File: config.mk
export PLATFORM = sky130hd
export DESIGN_NAME = clock_select_n_flat
export DESIGN_NICKNAME = d
export VERILOG_FILES = /design/src/rtl/clock_select_n_if.sv /design/src/rtl/clock_select_n.sv /design/src/flat_wrapper.sv
export SDC_FILE = /design/constraint.sdc
export NUM_CORES = 1
export LEC_CHECK = 0
export CORE_UTILIZATION = 44
export DETAILED_ROUTE_END_ITERATION = 10
export PLACE_DENSITY = 0.73
export SLEW_MARGIN = 20
export SYNTH_ARGS = -nofsm -noshare
export SYNTH_HDL_FRONTEND = slang
export SYNTH_SLANG_ARGS = --single-unit
File: constraint.sdc
create_clock -name CLK -period 1.84 [get_ports CLK]
set_input_delay 0.184 -clock CLK [delete_from_list [all_inputs] [get_ports CLK]]
set_output_delay 0.184 -clock CLK [all_outputs]
set_load 0.1 [all_outputs]
File: src/rtl/clock_select_n_if.sv
// rtl/clock_select_n_if.sv - selection request / changeover status bundle for clock_select_n
`timescale 1ns/1ps
interface clock_select_n_if #(
  parameter int SELW = 2
);
  logic [SELW-1:0] SELECT;
  logic            SELECT_ENABLE;
  logic            BUSY;
  logic [SELW-1:0] CUR_SEL;
  logic            SEL_ERR;

  modport master (output SELECT, SELECT_ENABLE, input BUSY, CUR_SEL, SEL_ERR);
  modport slave  (input SELECT, SELECT_ENABLE, output BUSY, CUR_SEL, SEL_ERR);
endinterface

File: src/rtl/clock_select_n.sv
// rtl/clock_select_n.sv - N-input clock selector with gated changeover and output reset hold
`timescale 1ns/1ps
module clock_select_n #(
  parameter int NCLK     = 4,
  parameter int SELW     = 2,
  parameter int GATE_CYC = 2,
  parameter int RSTDELAY = 2,
  parameter int RST_SEL  = 0
) (
  input  logic            CLK,
  input  logic            RST_N,
  clock_select_n_if.slave sel_if,
  input  logic [NCLK-1:0] CLK_IN,
  input  logic [NCLK-1:0] CLKGATE_IN,
  output logic            CLK_OUT,
  output logic            CLK_GATE_OUT,
  output logic            OUT_RST_N
);
  localparam int CW = (GATE_CYC > 1) ? $clog2(GATE_CYC) : 1;

  typedef enum logic [1:0] {IDLE, GATE_OFF, SWITCH, HOLD} state_t;

  state_t          state, state_nxt;
  logic [CW-1:0]   cnt, cnt_nxt;
  logic [SELW-1:0] cur_sel, cur_sel_nxt;
  logic [SELW-1:0] pend_sel, pend_sel_nxt;
  logic            gate_block, gate_block_nxt;
  logic            sel_err, sel_err_nxt;
  logic            clear_req;
  logic [1:0]      hold_sync;
  logic [RSTDELAY:0] reset_hold;
  logic            shift_clr;
  logic            hold_done;
  logic            gate_mux;

  always_ff @(posedge CLK or negedge RST_N) begin
    if (!RST_N) begin
      state      <= HOLD;
      cnt        <= '0;
      cur_sel    <= SELW'(RST_SEL);
      pend_sel   <= SELW'(RST_SEL);
      gate_block <= 1'b0;
      sel_err    <= 1'b0;
      clear_req  <= 1'b0;
    end else begin
      state      <= state_nxt;
      cnt        <= cnt_nxt;
      cur_sel    <= cur_sel_nxt;
      pend_sel   <= pend_sel_nxt;
      gate_block <= gate_block_nxt;
      sel_err    <= sel_err_nxt;
      // Registered so the shifter clear lands on the same edge as the mux switch.
      clear_req  <= (state == SWITCH);
    end
  end

  always_comb begin
    state_nxt      = state;
    cnt_nxt        = cnt;
    cur_sel_nxt    = cur_sel;
    pend_sel_nxt   = pend_sel;
    gate_block_nxt = gate_block;
    sel_err_nxt    = 1'b0;
    case (state)
      IDLE: begin
        if (sel_if.SELECT_ENABLE) begin
          if (int'(sel_if.SELECT) >= NCLK) begin
            sel_err_nxt = 1'b1;
          end else if (sel_if.SELECT != cur_sel) begin
            pend_sel_nxt   = sel_if.SELECT;
            gate_block_nxt = 1'b1;
            cnt_nxt        = CW'(GATE_CYC - 1);
            state_nxt      = GATE_OFF;
          end
        end
      end
      GATE_OFF: begin
        if (cnt == '0) state_nxt = SWITCH;
        else           cnt_nxt   = cnt - 1'b1;
      end
      SWITCH: begin
        cur_sel_nxt = pend_sel;
        state_nxt   = HOLD;
      end
      HOLD: begin
        gate_block_nxt = 1'b0;
        if (hold_sync[1]) state_nxt = IDLE;
      end
      default: state_nxt = HOLD;
    endcase
  end

  assign shift_clr = !RST_N || clear_req;

  always_ff @(posedge CLK_OUT or posedge shift_clr) begin
    if (shift_clr) reset_hold <= '0;
    else           reset_hold <= (RSTDELAY+1)'({reset_hold, 1'b1});
  end

  assign hold_done = reset_hold[RSTDELAY];
  assign OUT_RST_N = reset_hold[RSTDELAY];

  // Flushed outside HOLD so a stale done from the previous changeover cannot end the next one.
  always_ff @(posedge CLK or negedge RST_N) begin
    if (!RST_N)              hold_sync <= 2'b00;
    else if (state != HOLD)  hold_sync <= 2'b00;
    else                     hold_sync <= {hold_sync[0], hold_done};
  end

  always_comb begin
    CLK_OUT  = 1'b0;
    gate_mux = 1'b0;
    for (int i = 0; i < NCLK; i++) begin
      if (cur_sel == SELW'(i)) begin
        CLK_OUT  = CLK_IN[i];
        gate_mux = CLKGATE_IN[i];
      end
    end
  end

  assign CLK_GATE_OUT   = gate_mux & ~gate_block;
  assign sel_if.BUSY    = (state != IDLE);
  assign sel_if.CUR_SEL = cur_sel;
  assign sel_if.SEL_ERR = sel_err;
endmodule
File: src/flat_wrapper.sv
// flat-port wrapper written by rule: the top's interface ports become plain ports
module clock_select_n_flat 
#(
  parameter int NCLK     = 4,
  parameter int SELW     = 2,
  parameter int GATE_CYC = 2,
  parameter int RSTDELAY = 2,
  parameter int RST_SEL  = 0
)
  (CLK, RST_N, CLK_IN, CLKGATE_IN, CLK_OUT, CLK_GATE_OUT, OUT_RST_N, sel_if_SELECT, sel_if_SELECT_ENABLE, sel_if_BUSY, sel_if_CUR_SEL, sel_if_SEL_ERR);
  clock_select_n_if #(.SELW(SELW)) sel_if_i ();
  input  logic CLK;
  input  logic RST_N;
  input  logic [NCLK-1:0] CLK_IN;
  input  logic [NCLK-1:0] CLKGATE_IN;
  output logic CLK_OUT;
  output logic CLK_GATE_OUT;
  output logic OUT_RST_N;
  input wire logic [$bits(sel_if_i.SELECT)-1:0] sel_if_SELECT;
  input wire logic [$bits(sel_if_i.SELECT_ENABLE)-1:0] sel_if_SELECT_ENABLE;
  output wire logic [$bits(sel_if_i.BUSY)-1:0] sel_if_BUSY;
  output wire logic [$bits(sel_if_i.CUR_SEL)-1:0] sel_if_CUR_SEL;
  output wire logic [$bits(sel_if_i.SEL_ERR)-1:0] sel_if_SEL_ERR;
  assign sel_if_i.SELECT = sel_if_SELECT;
  assign sel_if_i.SELECT_ENABLE = sel_if_SELECT_ENABLE;
  assign sel_if_BUSY = sel_if_i.BUSY;
  assign sel_if_CUR_SEL = sel_if_i.CUR_SEL;
  assign sel_if_SEL_ERR = sel_if_i.SEL_ERR;
  clock_select_n #(.NCLK(NCLK), .SELW(SELW), .GATE_CYC(GATE_CYC), .RSTDELAY(RSTDELAY), .RST_SEL(RST_SEL)) u_core (.CLK(CLK), .RST_N(RST_N), .sel_if(sel_if_i), .CLK_IN(CLK_IN), .CLKGATE_IN(CLKGATE_IN), .CLK_OUT(CLK_OUT), .CLK_GATE_OUT(CLK_GATE_OUT), .OUT_RST_N(OUT_RST_N));
endmodule
==> flow_results.org, run 1 <==
** Synthesis
- The average instance in the mapped netlist occupies roughly 13 um^2.
- Most frequent cell after synthesis :: dfrtp_1
- For this run, asynchronously set or reset flops after synthesis account for between 90% and 100%.
- Ranked by instance count, the synthesized netlist is headed by 12 x dfrtp_1, 5 x ha_1, 5 x inv_1.
- Count of flip-flops with a built-in enable after synthesis :: 0
- After technology mapping, the gate count stands at 51.
- Yosys printed 0 warnings.
- The biggest area contributor in the post-synthesis netlist is dfrtp_1.
- The mapped netlist covers 686 um^2.
- Among all flip-flop cells after synthesis, the most frequent one is dfrtp_1.
- Syn_nets :: 69
- Part of the Yosys area used for sequential elements :: 51.5%
- After synthesis the netlist holds a flip-flop and latch count of 14.
- After synthesis, the cell types taking the most area are dfrtp_1 44%, ha_1 9.1%, dfstp_2 7.7%.
- Area share of the leading cell type in the synthesized netlist :: approximately 44%
- The number of different library cells used by synthesis comes to 19.

** Die
- Once the floorplan was initialized, standard cells occupied roughly 50% of the core.
- Number of cell rows :: 13
- Die extent in x :: 41.5 um
- The core region is roughly 1400 um^2.
- Die Area :: ~1700 um^2
- The die is slightly above 40 um tall.
- # IOs :: 20

** Clocking
- Post-CTS repair changed the size of 0 cells.
- Buffer count from post-CTS setup fixing :: 0
- H-tree depth :: 1
- Clock tree from TritonCTS :: done
- Number of buffers added to fix hold violations after cts :: 0
- No sink is reached through more buffers than the 2 on the longest clock path.
- Clock root buffer :: clkbuf_4
- After clock tree synthesis, the clock-pin slew on the worst setup and hold paths is around 70 ps.
- Worst-skew pair later-pin latency :: about 270 ps
- Clock buffers created by TritonCTS :: 3

** Worst setup path
- Endpoint class of the critical path :: output pin
- STA classifies the critical path startpoint as a flip-flop.
- Arrival time at the worst endpoint :: 1570 ps
- In this run the worst path has a maximum fanout of 5.
- The most critical setup path has its startpoint at u_core.sel_if.CUR_SEL[0].
- In this run the critical register-to-register path is launched from u_core.state[1].
- WP data required :: 1660 ps
- Crit Path Class :: reg2out

** Routing
- Routed length per instance :: roughly 13 um
- DRT antenna net count :: 0
- Across all layers, the routed design uses roughly 440 vias.
- Avg Vias per Cell :: around 5.0
- For this block, the routed nets add up to 1100 um of wire.
- First-iteration detailed-routing DRC count :: 3
- After detailed routing, the number of remaining DRC violations is 0.
- For this run, the detailed router's first-pass iteration total came to 4.

** Timing
- Max Freq :: 0.571 GHz
- For the final routed database, the setup TNS stands at 0 ps.
- Endpoints left unconstrained :: 3
- Setup slack closes at 89.6 ps.
- Max-slew violations :: 0
- Count of final setup violators :: 0
- Crit share post-route :: a little over nine tenths
- The number of hold violations in the final report was 0.
- Count of unclocked register or latch pins :: 3
- Final critical delay including setup and external delays :: between 1500 and 2000 ps
- Least-Margin Pin Slew :: roughly 960 ps
- In this run the tightest slew margin relative to its limit is about 36%.
- Final Skew :: between 2 and 2.5 ps
- Unrepaired setup endpoints after global routing :: false

** Place
- OpenSTA, run right after detailed placement, puts the worst setup slack at roughly 210 ps.
- The congestion estimate from routability-driven global placement came to between 0.7 and 0.8.
- Buffers on Ports :: 18
- After legalization and detailed placement, the total HPWL measured 921 um.

** GRT
- GRT Residual Overflow :: 0
- Via count of the first global-routing pass :: ~450
- Initial antenna violation count :: 0
- GR Layer Usage met3 :: 9.57%
- For this run, global-route usage on met2 was measured as 23.1%.
- Largest net degree at the start of global routing :: 13
- Global routing consumed, on the met1 layer, between 10% and 20% of the routing resources.
- Wire length of the first global-routing pass :: around 1900 um
- All-layer global routing usage :: roughly 15%
- Most heavily used metal layer in global routing :: met2

** Run
- Number of max-capacitance violations reported :: 0

** Layout
- The filler cells instantiated in the layout total around 110.
- Fraction of layout instances using a drive strength above 1 :: 33.3%
- Antenna diode count :: 0
- The final layout contains 91 nets.
- P&R area growth vs syn :: 37.6%

** Worst hold path
- The min-delay analysis places its worst path in the category in2async.

** Run status
- Status :: complete, no violations
## worst max-delay path, cell delays in order, from the launching register on
cell and delay [ps]:
dfrtp_2 420, mux4_1 570, nor2b_4 150, buf_12 160
## metal layers
metal  part of all wire (%)  vias to the layer above
met3                    7.0                        0
met1                     44                      215
met2                     49                       15
li1                       -                      209
met4                      0                        0
met5                      0                        -
## cells in the final DEF, fill, tap and decap left out, drive strengths merged
cell / synthesis / routed
clkdlybuf4s50: 0 / 13
dfrtp: 12 / 12
mux2: 5 / 5
ha: 5 / 5
buf: 1 / 5
inv: 5 / 4
clkbuf: 0 / 4
mux2i: 3 / 3
and2: 2 / 2
xor2: 2 / 2
o2bb2ai: 2 / 2
conb: 2 / 2
dfstp: 2 / 2
mux4: 2 / 2
nor2b: 2 / 2
o21ai: 2 / 2
nor2: 2 / 2
clkinvlp: 0 / 1
nand2: 1 / 1
a21oi: 1 / 1
## flip-flops by register name (all words and copies together) (netlist names)
register               flops
u_core.hold_sync           2
u_core.gate_block          1
u_core.state               2
u_core.clear_req           1
u_core.cnt                 1
u_core.reset_hold          3
u_core.sel_if.CUR_SEL      2
u_core.pend_sel            2
## metrics by stage
| step | instances | area [um^2] | hold slack, ps | util (%) |
|---|---|---|---|---|
| global route | 87 | 943 | 287 | 69.0 |
| global placement | 83 | 917 | 456 | 67.1 |
| CTS | 87 | 943 | 254 | 69.0 |
| finish | 87 | 943 | 243 | 69.0 |
| detailed placement | 83 | 917 | 461 | 67.1 |
| floorplan | 51 | 701 | -112 | - |
## layout make-up
cell class                      count  area, um^2  area share [%]
Sequential cell                    14         355            37.7
Multi-Input combinational cell     31         315            33.4
Timing Repair Buffer               18         205            21.8
Clock buffer                        4        26.3            2.79
Inverter                            5        22.5            2.39
Tap cell                           15        18.8            1.99
## cells by family after synthesis
family	share of synthesized area, %
adder cells (fa/ha/maj)	9.12
AO/OA/AOI/OAI	5.84
other	1.10
multiplexers	20.8
buffers and inverters	3.83
AND/OR/NAND/NOR	5.29
XOR/XNOR	2.56
flip-flops	51.5
## path summary, 6_finish.rpt
check | endpoint | cells after the start | slack, ps
worst max-delay path | CLK_GATE_OUT | 3 | 90
worst min register to register | u_core.hold_sync[1] | 1 | 460
max in group asynchronous | u_core.sel_if.CUR_SEL[0] | 1 | 1250
min in group CLK | u_core.hold_sync[1] | 1 | 460
worst max register to register | u_core.state[1] | 6 | 300
worst min-delay path | u_core.cnt | 1 | 240
Power of run 1 is left out: the tool's default activity adds up to more than one toggle a clock period on the data nets, which glitch-free logic cannot reach.
==> run 2: changes to the inputs <==
SKIP_LAST_GASP = 1   (was default)
==> results of run 2 <==
Same layout as run 1: the final DEF is identical, and so are final timing and power.
Power of run 2 is left out for the same reason.
